==> config.mk <==
export PLATFORM = sky130hd
export DESIGN_NAME = mesh_loader
export DESIGN_NICKNAME = d
export VERILOG_FILES = /design/src/rtl/mesh_loader.sv
export SDC_FILE = /design/constraint.sdc
export NUM_CORES = 1
export LEC_CHECK = 0
export CAP_MARGIN = 20
export CELL_PAD_IN_SITES_DETAIL_PLACEMENT = 0
export CELL_PAD_IN_SITES_GLOBAL_PLACEMENT = 1
export CORE_AREA = 2 2 150 152
export CTS_BUF_LIST = sky130_fd_sc_hd__clkbuf_16
export DETAILED_ROUTE_END_ITERATION = 10
export DIE_AREA = 0 0 152 154
export GPL_TIMING_DRIVEN = 0
export HOLD_SLACK_MARGIN = 0.06
export PLACE_DENSITY = 0.79
export SYNTH_ARGS = -nofsm -noshare
export SYNTH_HDL_FRONTEND = slang
export SYNTH_SLANG_ARGS = --single-unit
==> constraint.sdc <==
create_clock -name clk -period 4.2 [get_ports clk]
set_clock_uncertainty 0.05 [all_clocks]
set_input_delay 0.42 -clock clk [delete_from_list [all_inputs] [get_ports clk]]
set_output_delay 0.42 -clock clk [all_outputs]
set_load 0.05 [all_outputs]
==> src/rtl/mesh_loader.sv <==
// Mesh stream loader: parses V, vertices, F, faces, terminator from SPI words and stores them to RAM.
// Optional `MESH_LOADER_BOUNDS_CHECK_EN rejects counts that would overrun the RAM.
module mesh_loader #(
    parameter int ADDR_WIDTH = 11
) (
    input  logic                  clk,
    input  logic                  reset,
    input  logic                  enable,
    input  logic                  word_valid,
    input  logic [31:0]           word_data,
    output logic                  mem_we,
    output logic [ADDR_WIDTH-1:0] mem_addr,
    output logic [31:0]           mem_wdata,
    output logic [31:0]           vertex_count,
    output logic [31:0]           face_count,
    output logic                  load_done,
    output logic                  load_error
);

    typedef enum logic [2:0] {
        S_IDLE,
        S_VCOUNT,
        S_VERTS,
        S_FCOUNT,
        S_FACES,
        S_TERM,
        S_DONE,
        S_ERROR
    } state_t;

    state_t                state_q;
    logic [ADDR_WIDTH-1:0] addr_q;
    logic [33:0]           remaining_q;
    logic                  mem_we_q;
    logic [ADDR_WIDTH-1:0] mem_addr_q;
    logic [31:0]           mem_wdata_q;
    logic [31:0]           vertex_count_q;
    logic [31:0]           face_count_q;
    logic                  load_done_q;
    logic                  load_error_q;

    logic [33:0]           rem_load_d;
    logic                  v_reject_d;
    logic                  f_reject_d;
    logic                  store_d;

`ifdef MESH_LOADER_BOUNDS_CHECK_EN
    localparam logic [35:0] DEPTH = 36'd1 << ADDR_WIDTH;
`endif

    always_comb begin
        rem_load_d = {2'b00, word_data} + {1'b0, word_data, 1'b0};
        v_reject_d = 1'b0;
        f_reject_d = 1'b0;
`ifdef MESH_LOADER_BOUNDS_CHECK_EN
        v_reject_d = ({2'b00, rem_load_d} + 36'd1) > (DEPTH - 36'd1);
        f_reject_d = (36'(addr_q) + {2'b00, rem_load_d} + 36'd1) > DEPTH;
`endif
        store_d = 1'b0;
        if (enable && word_valid) begin
            case (state_q)
                S_VCOUNT:         store_d = !v_reject_d;
                S_FCOUNT:         store_d = !f_reject_d;
                S_VERTS, S_FACES: store_d = 1'b1;
                default:          store_d = 1'b0;
            endcase
        end
    end

    always_ff @(posedge clk) begin
        if (reset) begin
            state_q        <= S_IDLE;
            addr_q         <= '0;
            remaining_q    <= '0;
            mem_we_q       <= 1'b0;
            mem_addr_q     <= '0;
            mem_wdata_q    <= '0;
            vertex_count_q <= '0;
            face_count_q   <= '0;
            load_done_q    <= 1'b0;
            load_error_q   <= 1'b0;
        end else begin
            // Write path is decoupled from state sequencing; a write accepted
            // last cycle is already on the outputs when enable drops.
            mem_we_q <= store_d;
            if (store_d) begin
                mem_addr_q  <= addr_q;
                mem_wdata_q <= word_data;
                addr_q      <= addr_q + 1'b1;
            end

            if (!enable) begin
                state_q      <= S_IDLE;
                load_done_q  <= 1'b0;
                load_error_q <= 1'b0;
            end else begin
                case (state_q)
                    S_IDLE: begin
                        state_q     <= S_VCOUNT;
                        addr_q      <= '0;
                        remaining_q <= '0;
                    end
                    S_VCOUNT: begin
                        if (word_valid) begin
                            vertex_count_q <= word_data;
                            if (v_reject_d) begin
                                state_q      <= S_ERROR;
                                load_error_q <= 1'b1;
                            end else begin
                                remaining_q <= rem_load_d;
                                state_q     <= (word_data == '0) ? S_FCOUNT : S_VERTS;
                            end
                        end
                    end
                    S_VERTS: begin
                        if (word_valid) begin
                            remaining_q <= remaining_q - 34'd1;
                            if (remaining_q == 34'd1) state_q <= S_FCOUNT;
                        end
                    end
                    S_FCOUNT: begin
                        if (word_valid) begin
                            face_count_q <= word_data;
                            if (f_reject_d) begin
                                state_q      <= S_ERROR;
                                load_error_q <= 1'b1;
                            end else begin
                                remaining_q <= rem_load_d;
                                state_q     <= (word_data == '0) ? S_TERM : S_FACES;
                            end
                        end
                    end
                    S_FACES: begin
                        if (word_valid) begin
                            remaining_q <= remaining_q - 34'd1;
                            if (remaining_q == 34'd1) state_q <= S_TERM;
                        end
                    end
                    S_TERM: begin
                        if (word_valid) begin
                            if (word_data == '1) begin
                                state_q     <= S_DONE;
                                load_done_q <= 1'b1;
                            end else begin
                                state_q      <= S_ERROR;
                                load_error_q <= 1'b1;
                            end
                        end
                    end
                    S_DONE:  state_q <= S_DONE;
                    S_ERROR: state_q <= S_ERROR;
                    default: state_q <= S_IDLE;
                endcase
            end
        end
    end

    assign mem_we       = mem_we_q;
    assign mem_addr     = mem_addr_q;
    assign mem_wdata    = mem_wdata_q;
    assign vertex_count = vertex_count_q;
    assign face_count   = face_count_q;
    assign load_done    = load_done_q;
    assign load_error   = load_error_q;

endmodule

## Word level (Yosys, flattened, before mapping)

Cells that the tools add are included.

- Register bits: 158
- Input port bits: 36
- Output and inout bits: 110

- Add/sub/neg operators: 3
- Equality and inequality tests: 18
- Muxes and demuxes: 19
- Bitwise logic cells: 2
- Reductions and logical operators: 14

Operators with widths:

| operator | count |
|---|---|
| 34-bit one-hot mux with 3 select lines | 1 |
| 34-bit two-way mux | 2 |
| 32-bit by 33-bit adder with 34-bit output | 1 |
| 34-bit by 1-bit equality test with 1-bit output (second input constant) | 1 |
| 34-bit by 1-bit subtractor with 34-bit output (second input constant) | 1 |
| 11-bit two-way mux | 3 |
| 32-bit equality test (second input constant) | 1 |
| 32-bit logical NOT | 1 |
| 3-bit one-hot mux with 8 select lines | 1 |
| 3-bit two-way mux | 7 |
| 2-bit inequality test (second input constant) | 7 |
| 3-bit equality test (second input constant) | 4 |
| 3-bit AND reduction | 4 |
| 11-bit by 1-bit adder with 11-bit output (second input constant) | 1 |
| 7-bit AND reduction | 1 |
| 3-bit by 2-bit equality test with 1-bit output (second input constant) | 2 |
| 2-bit OR reduction | 3 |
| 1-bit two-way mux | 5 |
| 2-bit by 1-bit inequality test with 1-bit output (second input constant) | 2 |
| 4-bit AND reduction | 1 |
| 4-bit OR reduction | 1 |
| 3-bit by 1-bit equality test with 1-bit output (second input constant) | 1 |
| 3-bit logical NOT | 1 |
| 3-bit nonzero test | 1 |
| other kinds (2) | 3 |

## Logic depth before layout (Yosys ltp)

- Depth after elaboration: 7
- Gate-level depth with buffers: 12
- Gate-level depth less buffers: 12

## Worst setup path before layout

Ideal clock, no wire load.

- Path kind: input to register
- From: input word_data[0]
- To: register remaining_q[19]
- Arrival: 2.616 ns
- Required time: 4.017 ns
- Path slack: 1.401 ns
- Stages: 12
- Buffers on the path: 0
- Cell sequence: ha_1 > inv_1 > fa_1 > nor2b_1 > o21ai_1 > a21oi_1 > o211ai_1 > a2111oi_0 > nor3_1 > xnor2_1 > a221oi_1 > nor3_1

- Longest elaborated chain between the ends: 3

RTL lines:

| what | line | text |
|---|---|---|
| start, declared | 10 | `input logic [31:0] word_data,` |
| 32-bit by 33-bit adder with 34-bit output | 52 | `rem_load_d = {2'b00, word_data} + {1'b0, word_data, 1'b0};` |
| 34-bit two-way mux | 122 | `if (word_valid) begin` |
| 34-bit one-hot mux with 3 select lines | 97 | `case (state_q)` |
| end signal, assigned | 110 | `remaining_q <= rem_load_d;` |
| end signal, assigned | 128 | `remaining_q <= rem_load_d;` |
| end signal, assigned | 135 | `remaining_q <= remaining_q - 34'd1;` |
| end, declared | 33 | `logic [33:0] remaining_q;` |

Every way passes these cells. The select of a mux whose other input is x is not followed.
A chain may end at the register's enable or synchronous reset.

## Worst setup path after layout

- From: input word_data[0]
- To: register remaining_q[23]

The elaborated chain is that of the path after synthesis.

==> results.txt <==
The flow ran to the end, and the final reports show no timing, DRC or antenna violations. Dividing the detail-routed via count by the number of cells gives 5.35. The count of fill cells added during filler insertion was 2179; the aggregate global routing overflow was 0. The design draws 3.93 mW. The overall die height is 154 um. The number of antenna violations at the first check in global routing is 0, and the power density over cell area is 359 mW/mm2. The number of top-level pins was 146. The tools report the total routing resource utilization after global routing as 24.6%. In this run the static leakage power is 3.98 nW. The logs give 0 for the number of instances resized during post-cts repair and 4 for the depth of the CTS H-tree. For the maximum number of pins on one net before global-route repair, the log shows 19. Traced cell by cell, the critical path runs through clkdlybuf4s50_1 > ha_1 > inv_1 > fa_1 > nor2b_1 > o21ai_1 > a21oi_1 > o211ai_1 > a2111oi_0 > nor3_1 > o21a_1 > xnor2_1 > o22ai_1. The first detailed-routing pass took 5 iterations. Once placement finished, the instance area stood at 0.0103 mm2.

Cells fill 50.4% of the core in the end. After legalization and detailed placement, the total HPWL measured 21900 um. In this design, the largest share of critical-path delay is due to compound AO/OA/AOI/OAI gates. The run gives 1.44 ns as the worst setup slack for register-to-register paths. Synthesis inferred 158 register bits.

Setup violations remaining at the end of the flow were counted as 0. The arrival time at the worst endpoint is 4.00 ns, and the global-route wire length before repair is 46200 um. On the worst path, the slowest cell contributes a delay of 0.71 ns.

Buffers added to address setup during post-CTS repair amount to 0. The maximum fanout count along the critical path is 6, and the worst-case vdd ir drop is 0.274 mV. Most frequent cell after synthesis: nand2_1. The critical path startpoint was word_data[0].

Once detail routing completed, the nets flagged for antenna violations numbered 0. Clock tree synthesis inserted a total of 17 buffers. The clock drives 158 sinks.

Summing every instance area after synthesis gives 0.00854 mm2. The number of buffers on the longest clock path came out at 2. Buffers inserted to repair hold after CTS numbered 0.

The number of cell rows is 54, and the routed length per placed instance is 18.2 um. Once the floorplan was initialized, standard cells occupied 39.4% of the core. Routability-driven placement finished with a final weighted congestion of 0.903. Ranked by instance count, the synthesized netlist is headed by nand2_1 (261), a21oi_1 (170), dfxtp_1 (158).

The setup path with the least slack is of type input pin to flip-flop. The most critical setup path has its endpoint at remaining_q[23]$_SDFFE_PP0P_. For this run, asynchronously set or reset flops after synthesis account for 0%. The number of antenna cells inserted is 0. The library cell occupying the most area in the post-synthesis netlist was dfxtp_1.

The core box area is 0.0217 mm2, and the pin slew with the least headroom to its limit is 1.00 ns. Headroom to the max-slew limit came out at 32.4%. The path length in cells of the critical path was 13; the final critical-path share of the clock period was 89.4%. Synthesis produced a netlist whose cell count is 1147. The number of maximum-capacitance violations is 0. In this run the critical register-to-register path is launched from state_q[0]$_SDFFE_PP0P_.

The synthesized design contains 0 enable-type register cells. Averaged over all synthesized cells, the footprint is 7.45 um2. The data required time at the worst endpoint is 4.45 ns, and the total count of hold-check failures in the final report is 0. The number of nets handed over by synthesis was 1235. The number of cells on the worst reg-to-reg path came out at 9.

Setup repair after global routing left no endpoint under its margin. After the first detailed-routing iteration, the DRC count stood at 414. Cell depth of the worst min-delay path: 2. The die covers 0.0234 mm2. Clock tree synthesis selected as its root buffer the cell clkbuf_16. The tools report the sequential share of the synthesized area as 37.0%.

The critical path's slowest cell is clkdlybuf4s50_1. For this run, design rule violations remaining after detail routing come to 0. After layout, the minimum clock period comes to 3.76 ns. Final hold analysis gives a worst-case slack of 0.403 ns. In this run the worst hold path is classified as flip-flop to flip-flop. Yosys printed 0 warnings.

The final layout contains 1398 nets. Among all flip-flop cells after synthesis, the most frequent one is dfxtp_1. Cells with a size suffix above 1 make up 3.48% of the layout.

Via count of the first global-routing pass: 8187. The worst setup path is captured at a flip-flop. For the maximum clock frequency, the log shows 266 MHz. The tools report the startpoint class of the critical path as an input pin. Measured along the x axis, the die boundary spans 152 um. From synthesis to final layout, the design area changed by 28.0%.

After synthesis, the cell types taking the most area are dfxtp_1 (37%), nand2_1 (11%), a21oi_1 (10%). At the later pin of the worst-skew pair, clock insertion delay measures 0.43 ns. TritonCTS built the clock tree. The quantity of I/O buffers inserted on ports is 144. Wires add up to 29200 um. Of the post-synthesis cell area, the dominant cell type holds 37.0%. Detailed routing inserted a total of 8576 vias. The count of cell types in the netlist was 67; the clock transition at the registers of the reported paths was 0.07 ns. The tools report the number of pins with negative max-slew slack in the final report as 0.

After routing, the total negative slack on setup checks comes to 0 ns. The area of all placed cells without fillers is 0.0109 mm2, and the number of buffers and inverters on the critical path is 2. End of the worst register-to-register path: remaining_q[22]$_SDFFE_PP0P_.
cells in the final DEF (no fill, tap or decap), drive strengths merged, types with 3 or more instances in the layout:
cell type	instances
nand2	262
a21oi	171
dfxtp	158
clkdlybuf4s50	144
clkbuf	80
nor2	75
ha	51
inv	51
o21ai	49
xnor2	23
nand4	22
nor3	22
nand3	17
a21o	17
xor2	16
a22oi	16
nor4	12
o22ai	12
and3	11
o21a	9
a31oi	9
clkinv	8
and2	7
o21bai	7
or4	7
a211oi	7
buf	6
or3	5
nand2b	4
o32ai	4
o211ai	4
nor2b	3
o31ai	3
power by group:
| group | switching [mW] | internal, mW |
|---|---|---|
| clock | 0.780 | 0.802 |
| sequential | 0.0257 | 1.53 |
| combinational | 0.512 | 0.278 |
layout make-up:
class	instances	area (um2)	share of cell area, %
Clock inverter	15	176	1.61
Clock buffer	17	425	3.89
Buffer	69	272	2.48
Timing Repair Buffer	144	1440	13.2
Multi-Input combinational cell	874	4940	45.1
Inverter	46	173	1.58
Sequential cell	158	3160	28.9
Tap cell	280	350	3.20
metal layers:
| metal | share of wire (%) | wire length [um] | global-route usage, % |
|---|---|---|---|
| met3 | 6.6 | 1940 | 6.45 |
| met2 | 45 | 13200 | 40.1 |
| met1 | 46 | 13400 | 32.3 |
| met5 | 0 | 0 | 0 |
| met4 | 2.1 | 605 | 6.85 |
through the flow:
step,setup WS [ns],std cells
final,0.444,1603
after global routing,0.0478,1603
after floorplan,1.40,1147
after global placement,0.0212,1571
after CTS,0.440,1603
after detailed placement,0.0283,1571
how the worst min path moves through the flow:
| stage | startpoint | to | slack (ns) |
|---|---|---|---|
| 3_5_place_dp | face_count[6]$_SDFFE_PP0P_ | face_count[6]$_SDFFE_PP0P_ | 0.40 |
| 3_3_place_gp | face_count[18]$_SDFFE_PP0P_ | face_count[18]$_SDFFE_PP0P_ | 0.39 |
| 2_1_floorplan | remaining_q[20]$_SDFFE_PP0P_ | remaining_q[20]$_SDFFE_PP0P_ | 0.39 |
| 5_1_grt | mem_addr[4]$_SDFFE_PP0P_ | mem_addr[4]$_SDFFE_PP0P_ | 0.43 |
| 6_report | vertex_count[5]$_SDFFE_PP0P_ | vertex_count[5]$_SDFFE_PP0P_ | 0.40 |
| 4_1_cts | vertex_count[5]$_SDFFE_PP0P_ | vertex_count[5]$_SDFFE_PP0P_ | 0.41 |
registers in the layout, indices dropped and copies added (netlist names):
| register | count |
|---|---|
| face_count | 32 |
| state_q | 3 |
| load_done | 1 |
| mem_wdata | 32 |
| vertex_count | 32 |
| addr_q | 11 |
| mem_addr | 11 |
| load_error | 1 |
| remaining_q | 34 |
| mem_we | 1 |
worst register-to-register path, stage by stage (launching register included):
cell and delay (ns):
dfxtp_1 0.31, clkbuf_1 0.27, nor2_1 0.14, maj3_1 0.38, nand2_1 0.17, clkbuf_1 0.43
clkbuf_1 0.50, o31ai_1 0.19, a21oi_1 0.14, nor2_1 0.05
cell families after synthesis:
| logic type | synth area share [%] |
|---|---|
| AO/OA/AOI/OAI | 22.8 |
| XOR/XNOR | 4.00 |
| adder cells (fa/ha/maj) | 7.82 |
| buffers and inverters | 5.20 |
| flip-flops | 37.0 |
| AND/OR/NAND/NOR | 23.2 |
No activity file was read; power rests on OpenSTA's default activity.
